===== config.mk =====
export PLATFORM = sky130hd
export DESIGN_NAME = armleocpu_decode_stage
export DESIGN_NICKNAME = d
export VERILOG_FILES = /design/src/rtl/armleocpu_defines.sv /design/src/rtl/armleocpu_decode_stage.sv
export SDC_FILE = /design/constraint.sdc
export NUM_CORES = 1
export LEC_CHECK = 0
export ABC_AREA = 0
export CAP_MARGIN = 25
export CORE_AREA = 2 2 131 133
export DETAILED_ROUTE_END_ITERATION = 10
export DIE_AREA = 0 0 133 135
export DONT_BUFFER_PORTS = 1
export GPL_ROUTABILITY_DRIVEN = 0
export SLEW_MARGIN = 20
export SYNTH_ARGS = -nofsm -noshare
export SYNTH_HDL_FRONTEND = slang
export SYNTH_SLANG_ARGS = --single-unit

===== constraint.sdc =====
create_clock -name clk -period 2.7 [get_ports clk]
set_clock_uncertainty 0.15 [all_clocks]
set_input_delay 0.54 -clock clk [delete_from_list [all_inputs] [get_ports clk]]
set_output_delay 0.54 -clock clk [all_outputs]
set_load 0.02 [all_outputs]

===== src/rtl/armleocpu_defines.sv =====
// Shared decode constants: opcodes, instruction field bit ranges and the
// registered decode-to-execute bundle.
package armleocpu_defines;

  localparam int unsigned XLEN   = 32;
  localparam int unsigned REG_AW = 5;

  localparam logic [6:0] OPCODE_OP     = 7'b0110011;
  localparam logic [6:0] OPCODE_OP_IMM = 7'b0010011;

  localparam int unsigned OPCODE_MSB = 6;
  localparam int unsigned OPCODE_LSB = 0;
  localparam int unsigned RD_MSB     = 11;
  localparam int unsigned RD_LSB     = 7;
  localparam int unsigned FUNCT3_MSB = 14;
  localparam int unsigned FUNCT3_LSB = 12;
  localparam int unsigned RS1_MSB    = 19;
  localparam int unsigned RS1_LSB    = 15;
  localparam int unsigned RS2_MSB    = 24;
  localparam int unsigned RS2_LSB    = 20;
  localparam int unsigned FUNCT7_MSB = 31;
  localparam int unsigned FUNCT7_LSB = 25;
  localparam int unsigned IMM12_MSB  = 31;
  localparam int unsigned IMM12_LSB  = 20;

  typedef struct packed {
    logic [XLEN-1:0]   pc;
    logic [6:0]        opcode;
    logic              is_op;
    logic              is_op_imm;
    logic [2:0]        funct3;
    logic [6:0]        funct7;
    logic [4:0]        shamt;
    logic [XLEN-1:0]   simm12;
    logic [REG_AW-1:0] rd;
    logic [XLEN-1:0]   rs1;
    logic [XLEN-1:0]   rs2;
  } d2e_bundle_t;

  function automatic logic [XLEN-1:0] sext_imm12(input logic [11:0] imm);
    return {{(XLEN-12){imm[11]}}, imm};
  endfunction

  // x0 reads zero; a same-cycle writeback to the index beats the regfile value.
  function automatic logic [XLEN-1:0] select_operand(
    input logic              fwd_en,
    input logic [REG_AW-1:0] idx,
    input logic [XLEN-1:0]   rdata,
    input logic              wb_write,
    input logic [REG_AW-1:0] wb_rd,
    input logic [XLEN-1:0]   wb_data
  );
    if (idx == '0)
      return '0;
    else if (fwd_en && wb_write && (wb_rd == idx))
      return wb_data;
    else
      return rdata;
  endfunction

endpackage


===== src/rtl/armleocpu_decode_stage.sv =====
// Decode/operand-fetch stage: splits instruction fields, reads and forwards
// rs1/rs2, and hands a registered operand bundle to execute.
module armleocpu_decode_stage
  import armleocpu_defines::*;
#(
  parameter bit FORWARD_ENABLED = 1'b1
) (
  input  logic              clk,
  input  logic              rst_n,
  input  logic              flush,

  input  logic              f2d_valid,
  output logic              f2d_ready,
  input  logic [XLEN-1:0]   f2d_instr,
  input  logic [XLEN-1:0]   f2d_pc,

  output logic [REG_AW-1:0] rf_rs1_addr,
  output logic [REG_AW-1:0] rf_rs2_addr,
  input  logic [XLEN-1:0]   rf_rs1_rdata,
  input  logic [XLEN-1:0]   rf_rs2_rdata,

  input  logic              wb_write,
  input  logic [REG_AW-1:0] wb_rd,
  input  logic [XLEN-1:0]   wb_data,

  output logic              d2e_valid,
  input  logic              d2e_ready,
  output logic [XLEN-1:0]   d2e_pc,
  output logic [6:0]        d2e_opcode,
  output logic              d2e_is_op,
  output logic              d2e_is_op_imm,
  output logic [2:0]        d2e_funct3,
  output logic [6:0]        d2e_funct7,
  output logic [4:0]        d2e_shamt,
  output logic [XLEN-1:0]   d2e_simm12,
  output logic [REG_AW-1:0] d2e_rd,
  output logic [XLEN-1:0]   d2e_rs1,
  output logic [XLEN-1:0]   d2e_rs2
);

  logic              valid_q, valid_d;
  d2e_bundle_t       bundle_q, bundle_d;
  logic [REG_AW-1:0] rs1_idx_q, rs1_idx_d;
  logic [REG_AW-1:0] rs2_idx_q, rs2_idx_d;
  logic              accept_c;
  logic              hold_c;
  logic [6:0]        opcode_c;

  assign f2d_ready   = !valid_q || d2e_ready;
  assign accept_c    = f2d_valid && f2d_ready && !flush;
  assign hold_c      = valid_q && !d2e_ready;
  assign rf_rs1_addr = f2d_instr[RS1_MSB:RS1_LSB];
  assign rf_rs2_addr = f2d_instr[RS2_MSB:RS2_LSB];
  assign opcode_c    = f2d_instr[OPCODE_MSB:OPCODE_LSB];

  // Next bundle: load on accept, otherwise refresh held operands from writeback.
  always_comb begin
    bundle_d  = bundle_q;
    rs1_idx_d = rs1_idx_q;
    rs2_idx_d = rs2_idx_q;
    valid_d   = valid_q;

    if (accept_c) begin
      bundle_d.pc        = f2d_pc;
      bundle_d.opcode    = opcode_c;
      bundle_d.is_op     = (opcode_c == OPCODE_OP);
      bundle_d.is_op_imm = (opcode_c == OPCODE_OP_IMM);
      bundle_d.funct3    = f2d_instr[FUNCT3_MSB:FUNCT3_LSB];
      bundle_d.funct7    = f2d_instr[FUNCT7_MSB:FUNCT7_LSB];
      bundle_d.shamt     = f2d_instr[RS2_MSB:RS2_LSB];
      bundle_d.simm12    = sext_imm12(f2d_instr[IMM12_MSB:IMM12_LSB]);
      bundle_d.rd        = f2d_instr[RD_MSB:RD_LSB];
      bundle_d.rs1       = select_operand(FORWARD_ENABLED, rf_rs1_addr, rf_rs1_rdata,
                                          wb_write, wb_rd, wb_data);
      bundle_d.rs2       = select_operand(FORWARD_ENABLED, rf_rs2_addr, rf_rs2_rdata,
                                          wb_write, wb_rd, wb_data);
      rs1_idx_d          = rf_rs1_addr;
      rs2_idx_d          = rf_rs2_addr;
    end else if (hold_c && wb_write && (wb_rd != '0)) begin
      // Held operands track writeback unconditionally so they never go stale.
      if (wb_rd == rs1_idx_q)
        bundle_d.rs1 = wb_data;
      if (wb_rd == rs2_idx_q)
        bundle_d.rs2 = wb_data;
    end

    if (flush)
      valid_d = 1'b0;
    else if (accept_c)
      valid_d = 1'b1;
    else if (d2e_ready)
      valid_d = 1'b0;
  end

  always_ff @(posedge clk or negedge rst_n) begin
    if (!rst_n) begin
      valid_q   <= 1'b0;
      bundle_q  <= '0;
      rs1_idx_q <= '0;
      rs2_idx_q <= '0;
    end else begin
      valid_q   <= valid_d;
      bundle_q  <= bundle_d;
      rs1_idx_q <= rs1_idx_d;
      rs2_idx_q <= rs2_idx_d;
    end
  end

  assign d2e_valid     = valid_q;
  assign d2e_pc        = bundle_q.pc;
  assign d2e_opcode    = bundle_q.opcode;
  assign d2e_is_op     = bundle_q.is_op;
  assign d2e_is_op_imm = bundle_q.is_op_imm;
  assign d2e_funct3    = bundle_q.funct3;
  assign d2e_funct7    = bundle_q.funct7;
  assign d2e_shamt     = bundle_q.shamt;
  assign d2e_simm12    = bundle_q.simm12;
  assign d2e_rd        = bundle_q.rd;
  assign d2e_rs1       = bundle_q.rs1;
  assign d2e_rs2       = bundle_q.rs2;

endmodule

==> metrics.cfg, run 1 <==
[run_status]
status=finished with violations
violations=hold timing

[timing]
setup_viol=0
layout_setup_ws_ns=0.289
max_freq_mhz=415
whs_ns=-0.326
report.final.slew_viol_count=0
maxSlewHeadroom_pct=61.6
min_period_over_period_pct=89.3
tightest_slew_ns=0.576
min_period_ns=2.41
grt_setup_unrepaired=false
tns_ns=0
hold_viol=131

[hold_path]
hold_class=in -> async

[critical_path]
worstSetupEndpointType=register
slowest_stage=dfrtp_1
crit_type=reg -> reg
r2r_start=d2e_valid$_DFFE_PN0P_
cp_max_fo=32
r2r-end=d2e_rs2[21]$_DFFE_PN0P_
slowest_delay_ns=0.49
critPathRequiredTime_ns=2.89
worstPathArrival_ns=2.60
path_buf_inv=1
critPathLaunchType=register
worstPathCellList=nor2b_1 > nor3b_2 > o21ai_1 > o21ai_2 > buf_4 > a221o_1
r2r_setup_slack_ns=0.29
critical_path.top_delay_family=simple AND/OR/NAND/NOR gates
reg2reg_depth=6

[final_layout]
finish.utilization_pct=39.6
syn2layout_area_growth_pct=7.52
fin_area_um2=6490
final_cell_mix=nand2_1, dfrtp_1, a221o_1
nNetsFinal=743
antenna_cells=0
fill_cells=1571
drive_gt1_share_pct=9.09
final_common_cell=nand2_1
stdcell_count=803

[floorplanning]
placementRows=47
die_h_um=135
die_area_um2=18000
design.core.area_um2=16400
io_pins=340
start_util_pct=36.8
fp.dieW_um=133

[cts]
cts_max_level=4
cts_tree=done
clockRootBuffer=clkbuf_16
clk_pin_slew_ns=0.06
cts.path.max_buffers=2
cts_resized=0
cts_sinks=131
post_cts_buffers=0
cts-buffers-inserted=17
clk_latency_ns=0.40

[routing]
num_vias=4235
wirelength_mm=16.7
routedWlPerCell_um=20.8
drc=0
drt_iter0_drc=203
viasPerCell=5.27
ant_nets=0
firstDrtPassIters=4

[placement]
postPlaceCellArea_um2=5920
io_buffers=0
dp_worst_setup_slack_ns=0.291
hpwl_mm=12.1
place_inst=773

[logic_synthesis]
syn_avg_cell_area_um2=9.72
netlist_instances=621
syn-cell-area_um2=6040
synth-seq-cells=131
yosys_warnings=0
synth_async_sr_flop_share_pct=100
synth_edf_count=0
seq_area_frac_synth_pct=54.3
synth_cell_types=35
synth_ff_type=dfrtp_1
synthesis.nets=792

[power_and_ir_drop]
p_int_mw=3.92
p_leak_nw=3.16
power_mw=5.78
ir_drop_uv=410
power_switching_mw=1.86
pwr-share-seq_pct=50.6
pwr-share-comb_pct=10.7
powerDensity_nw_per_um2=891
switching_share_pct=32.2
clkPwrFrac_pct=38.7

[grt]
grt_pass1_vias=4390
grt_max_degree=132
grt_first_pass_wirelength_mm=25.0
grt_overflow=0
antenna_found_initial=0
grt_usage_pct=18.4

[run]
cap_violations=0

logic make-up after synthesis:
group	share of synthesized area (%)
buffers and inverters	11.0
flip-flops	54.3
AO/OA/AOI/OAI	11.9
AND/OR/NAND/NOR	20.0
XOR/XNOR	2.76
flip-flops by register name (all words and copies together) (netlist names):
signal	cells
d2e_rs2	32
rs1_idx_q	5
d2e_rd	5
d2e_is_op_imm	1
d2e_rs1	32
d2e_funct7	7
d2e_pc	32
d2e_funct3	3
d2e_is_op	1
d2e_simm12	5
d2e_opcode	7
d2e_valid	1
worst max-delay path by stage:
stage,from,to,slack [ns],cells after the start
CTS,d2e_valid$_DFFE_PN0P_,d2e_rs2[21]$_DFFE_PN0P_,0.28,6
global placement,d2e_valid$_DFFE_PN0P_,d2e_rs2[24]$_DFFE_PN0P_,0.30,6
floorplan,wb_rd[1],d2e_rs2[10]$_DFFE_PN0P_,0.40,7
global route,d2e_valid$_DFFE_PN0P_,d2e_rs1[19]$_DFFE_PN0P_,0.12,7
finish,d2e_valid$_DFFE_PN0P_,d2e_rs2[21]$_DFFE_PN0P_,0.29,6
detailed placement,d2e_valid$_DFFE_PN0P_,d2e_rs2[2]$_DFFE_PN0P_,0.29,6
power groups by stage:
| stage | logic, mW | clock network [mW] | registers [mW] |
|---|---|---|---|
| after floorplan | 0.683 | 0 | 2.82 |
| after global placement | 0.592 | 0 | 2.96 |
| after detailed placement | 0.630 | 0 | 2.96 |
| after CTS | 0.627 | 2.30 | 2.93 |
| after global routing | 0.706 | 2.39 | 2.96 |
| final | 0.620 | 2.24 | 2.93 |
metal layers:
metal  vias to the layer above  track usage (%)  wire length (um)
met5                         -                0                 0
met2                       278             29.6              7930
met3                        27             8.37              2000
met4                         0             8.42               451
met1                      2028             21.0              6340
li1                       1902                -                 -
final cells by class:
class,count,area [um^2],share of cell area [%]
sequential,131,3280,50.6
multi-input combinational,376,2110,32.6
clock buffer,18,439,6.77
tap,220,275,4.24
clock inverter,12,134,2.06
inverter,33,124,1.91
timing repair buffer,13,123,1.89
Yosys cell counts (2+ instances only):
cell type / instances / area share, %
xnor2_1: 6 / 0.87
nor2b_1: 3 / 0.31
a221o_1: 64 / 11
nand3_1: 2 / 0.17
xor2_1: 13 / 1.9
inv_1: 33 / 2.1
dfrtp_1: 131 / 54
nand2_1: 195 / 12
nor2_1: 37 / 2.3
buf_2: 4 / 0.33
nand3b_1: 2 / 0.25
buf_4: 42 / 5.2
buf_6: 10 / 1.9
nor4_1: 3 / 0.31
nor3_1: 2 / 0.17
clkbuf_1: 24 / 1.5
and2_1: 32 / 3.3
Note: power is estimated with default switching activity, not from simulation.
==> run 2, diff against run 1 <==
Settings changed: ABC_AREA 0 to 1, CORE_AREA 2 2 131 133 to 2 2 133 135, DIE_AREA 0 0 133 135 to 0 0 135 137.
==> run 2 against run 1 <==
  * Critical endpoint is now d2e_rs1[11]$_DFFE_PN0P_
  * Largest cell class unchanged
  * Wire length is 18% higher
  * Largest power group unchanged
  * The run still ends with hold timing left
  * Sequential power increased by 14%
  * Sequential cell count unchanged
==> metrics.cfg, run 2 <==
[critical_path]
reg2reg_depth=11
crit_type=reg -> reg
worstPathArrival_ns=2.18
r2r_start=d2e_valid$_DFFE_PN0P_
r2r_setup_slack_ns=0.67
critPathRequiredTime_ns=2.85
cp_max_fo=34
critPathLaunchType=register
worstSetupEndpointType=register
r2r-end=d2e_rs1[11]$_DFFE_PN0P_

[logic_synthesis]
yosys-top-cells-count=nand2_1, nor2_1, dfrtp_1
synthesis.nets=1299
yosys_warnings=0
syn_avg_cell_area_um2=6.62
synth_edf_count=0
netlist_instances=1128
syn-cell-area_um2=7470
synth-seq-cells=131
synth_async_sr_flop_share_pct=100
synth_cell_types=20
yosysTopAreaCell=dfrtp_1
yosys-top-cells-area=dfrtp_1, nand2_1, nor2_1
post-synth-top-count-cell=nand2_1
netlist.area_leader.share_pct=43.9
synth_ff_type=dfrtp_1
seq_area_frac_synth_pct=43.9

[grt]
grt_pass1_vias=5772
antenna_found_initial=0
grt_first_pass_wirelength_mm=30.2
grt_usage_pct=21.1
grt_max_degree=132
grt_overflow=0

[final_layout]
syn2layout_area_growth_pct=6.77
final_cell_mix=nand2_1, nor2_1, dfrtp_1
drive_gt1_share_pct=8.46
antenna_cells=0
nNetsFinal=1245
final_common_cell=nand2_1
fin_area_um2=7970

[timing]
min_period_ns=2.03
tightest_slew_ns=0.651
min_period_over_period_pct=75.2
setup_viol=0
max_freq_mhz=493
tns_ns=0
maxSlewHeadroom_pct=56.5
grt_setup_unrepaired=false
whs_ns=-0.326
layout_setup_ws_ns=0.670
report.final.slew_viol_count=0
hold_viol=131

[cts]
clockRootBuffer=clkbuf_16
clk_pin_slew_ns=0.06
cts_max_level=4
cts-buffers-inserted=17
post_cts_buffers=0
cts_sinks=131
clk_latency_ns=0.40
cts_tree=done
cts.path.max_buffers=2

[placement]
dp_worst_setup_slack_ns=0.491
io_buffers=0
postPlaceCellArea_um2=7330
hpwl_mm=13.8

[floorplanning]
start_util_pct=43.8
fp.dieW_um=135
design.core.area_um2=17100
placementRows=48
die_h_um=137
io_pins=340
die_area_um2=18500

[run_status]
violations=hold timing
status=finished with violations

[power_and_ir_drop]
power_mw=6.71
ir_drop_uv=406
pwr-share-comb_pct=12.8
pwr-share-seq_pct=49.6
power_switching_mw=2.35
p_int_mw=4.36
p_leak_nw=4.86
clkPwrFrac_pct=37.6
powerDensity_nw_per_um2=842
switching_share_pct=35.1

[routing]
firstDrtPassIters=4
viasPerCell=4.77
routedWlPerCell_um=15.0
drc=0
num_vias=6253
ant_nets=0
wirelength_mm=19.7
drt_iter0_drc=264

[hold_path]
hold_class=in -> async

[run]
cap_violations=0

## run 2: cell types whose count changed after synthesis, moves of 4 or more
cell,change
buf_2,+19
o21ai_0,+16
buf_4,+5
xor2_1,-13
nand2_1,+404
xnor2_1,-4
nand2_2,+30
inv_1,+57
clkbuf_1,-12
nor2_1,+103
and2_1,-32
a221o_1,-64
inv_2,+7
## run 2: layer usage
metal | wire [um] | track usage (%)
met5 | 0 | 0
met4 | 174 | 6.19
met2 | 9580 | 35.9
met1 | 8080 | 25.3
met3 | 1820 | 7.41
## run 2: kinds of logic after synthesis
logic type,synth area share (%)
compound gates,1.54
xor+xnor,0.235
buf+inv,13.1
flops,43.9
simple gates,41.2
## run 2: metrics by stage
stage | utilization (%) | std cells
6_report | 46.7 | 1312
5_1_grt | 46.7 | 1312
4_1_cts | 46.7 | 1312
3_5_place_dp | 43.0 | 1280
3_3_place_gp | 43.0 | 1280
2_1_floorplan | - | 1128
## run 2: critical path, cell delays in order (launching register included)
cell and delay [ns]:
dfrtp_1 0.35, inv_1 0.04, nor2_1 0.24, nor3_4 0.06, clkinv_2 0.08, buf_4 0.27, nand2_1 0.11, nand2_2 0.07
buf_4 0.33, nor2_1 0.08, nand2_1 0.07, nand2_1 0.04
## run 2: worst max path at each step
stage | startpoint | endpoint | slack [ns]
floorplan | wb_rd[0] | d2e_rs1[0]$_DFFE_PN0P_ | 0.97
global placement | d2e_ready | d2e_rs1[13]$_DFFE_PN0P_ | 0.53
detailed placement | d2e_ready | d2e_rs1[2]$_DFFE_PN0P_ | 0.49
CTS | d2e_valid$_DFFE_PN0P_ | d2e_rs1[11]$_DFFE_PN0P_ | 0.64
global route | d2e_valid$_DFFE_PN0P_ | d2e_rs1[24]$_DFFE_PN0P_ | 0.46
finish | d2e_valid$_DFFE_PN0P_ | d2e_rs1[11]$_DFFE_PN0P_ | 0.67
## run 2: repair_timing
action | 4_1_cts | 5_1_grt
hold endpoints to repair | 131 | 131
gates resized for setup | 0 | 0
endpoints found under the setup margin | 0 | 0
## run 2: power by group through the flow
stage	logic [mW]	registers, mW	clock network [mW]
CTS	0.871	3.34	2.59
floorplan	0.856	3.21	0
global placement	0.849	3.37	0
detailed placement	0.870	3.37	0
finish	0.858	3.33	2.53
global route	1.02	3.39	2.68
## run 2: final cells by class
type | instances | area, um^2
repair buffers | 18 | 185
clock buffers | 20 | 437
fillers | 1772 | 9080
well taps | 225 | 282
flip-flops and latches | 131 | 3280
multi-input cells | 809 | 3220
inverters | 97 | 365
clock inverters | 12 | 205
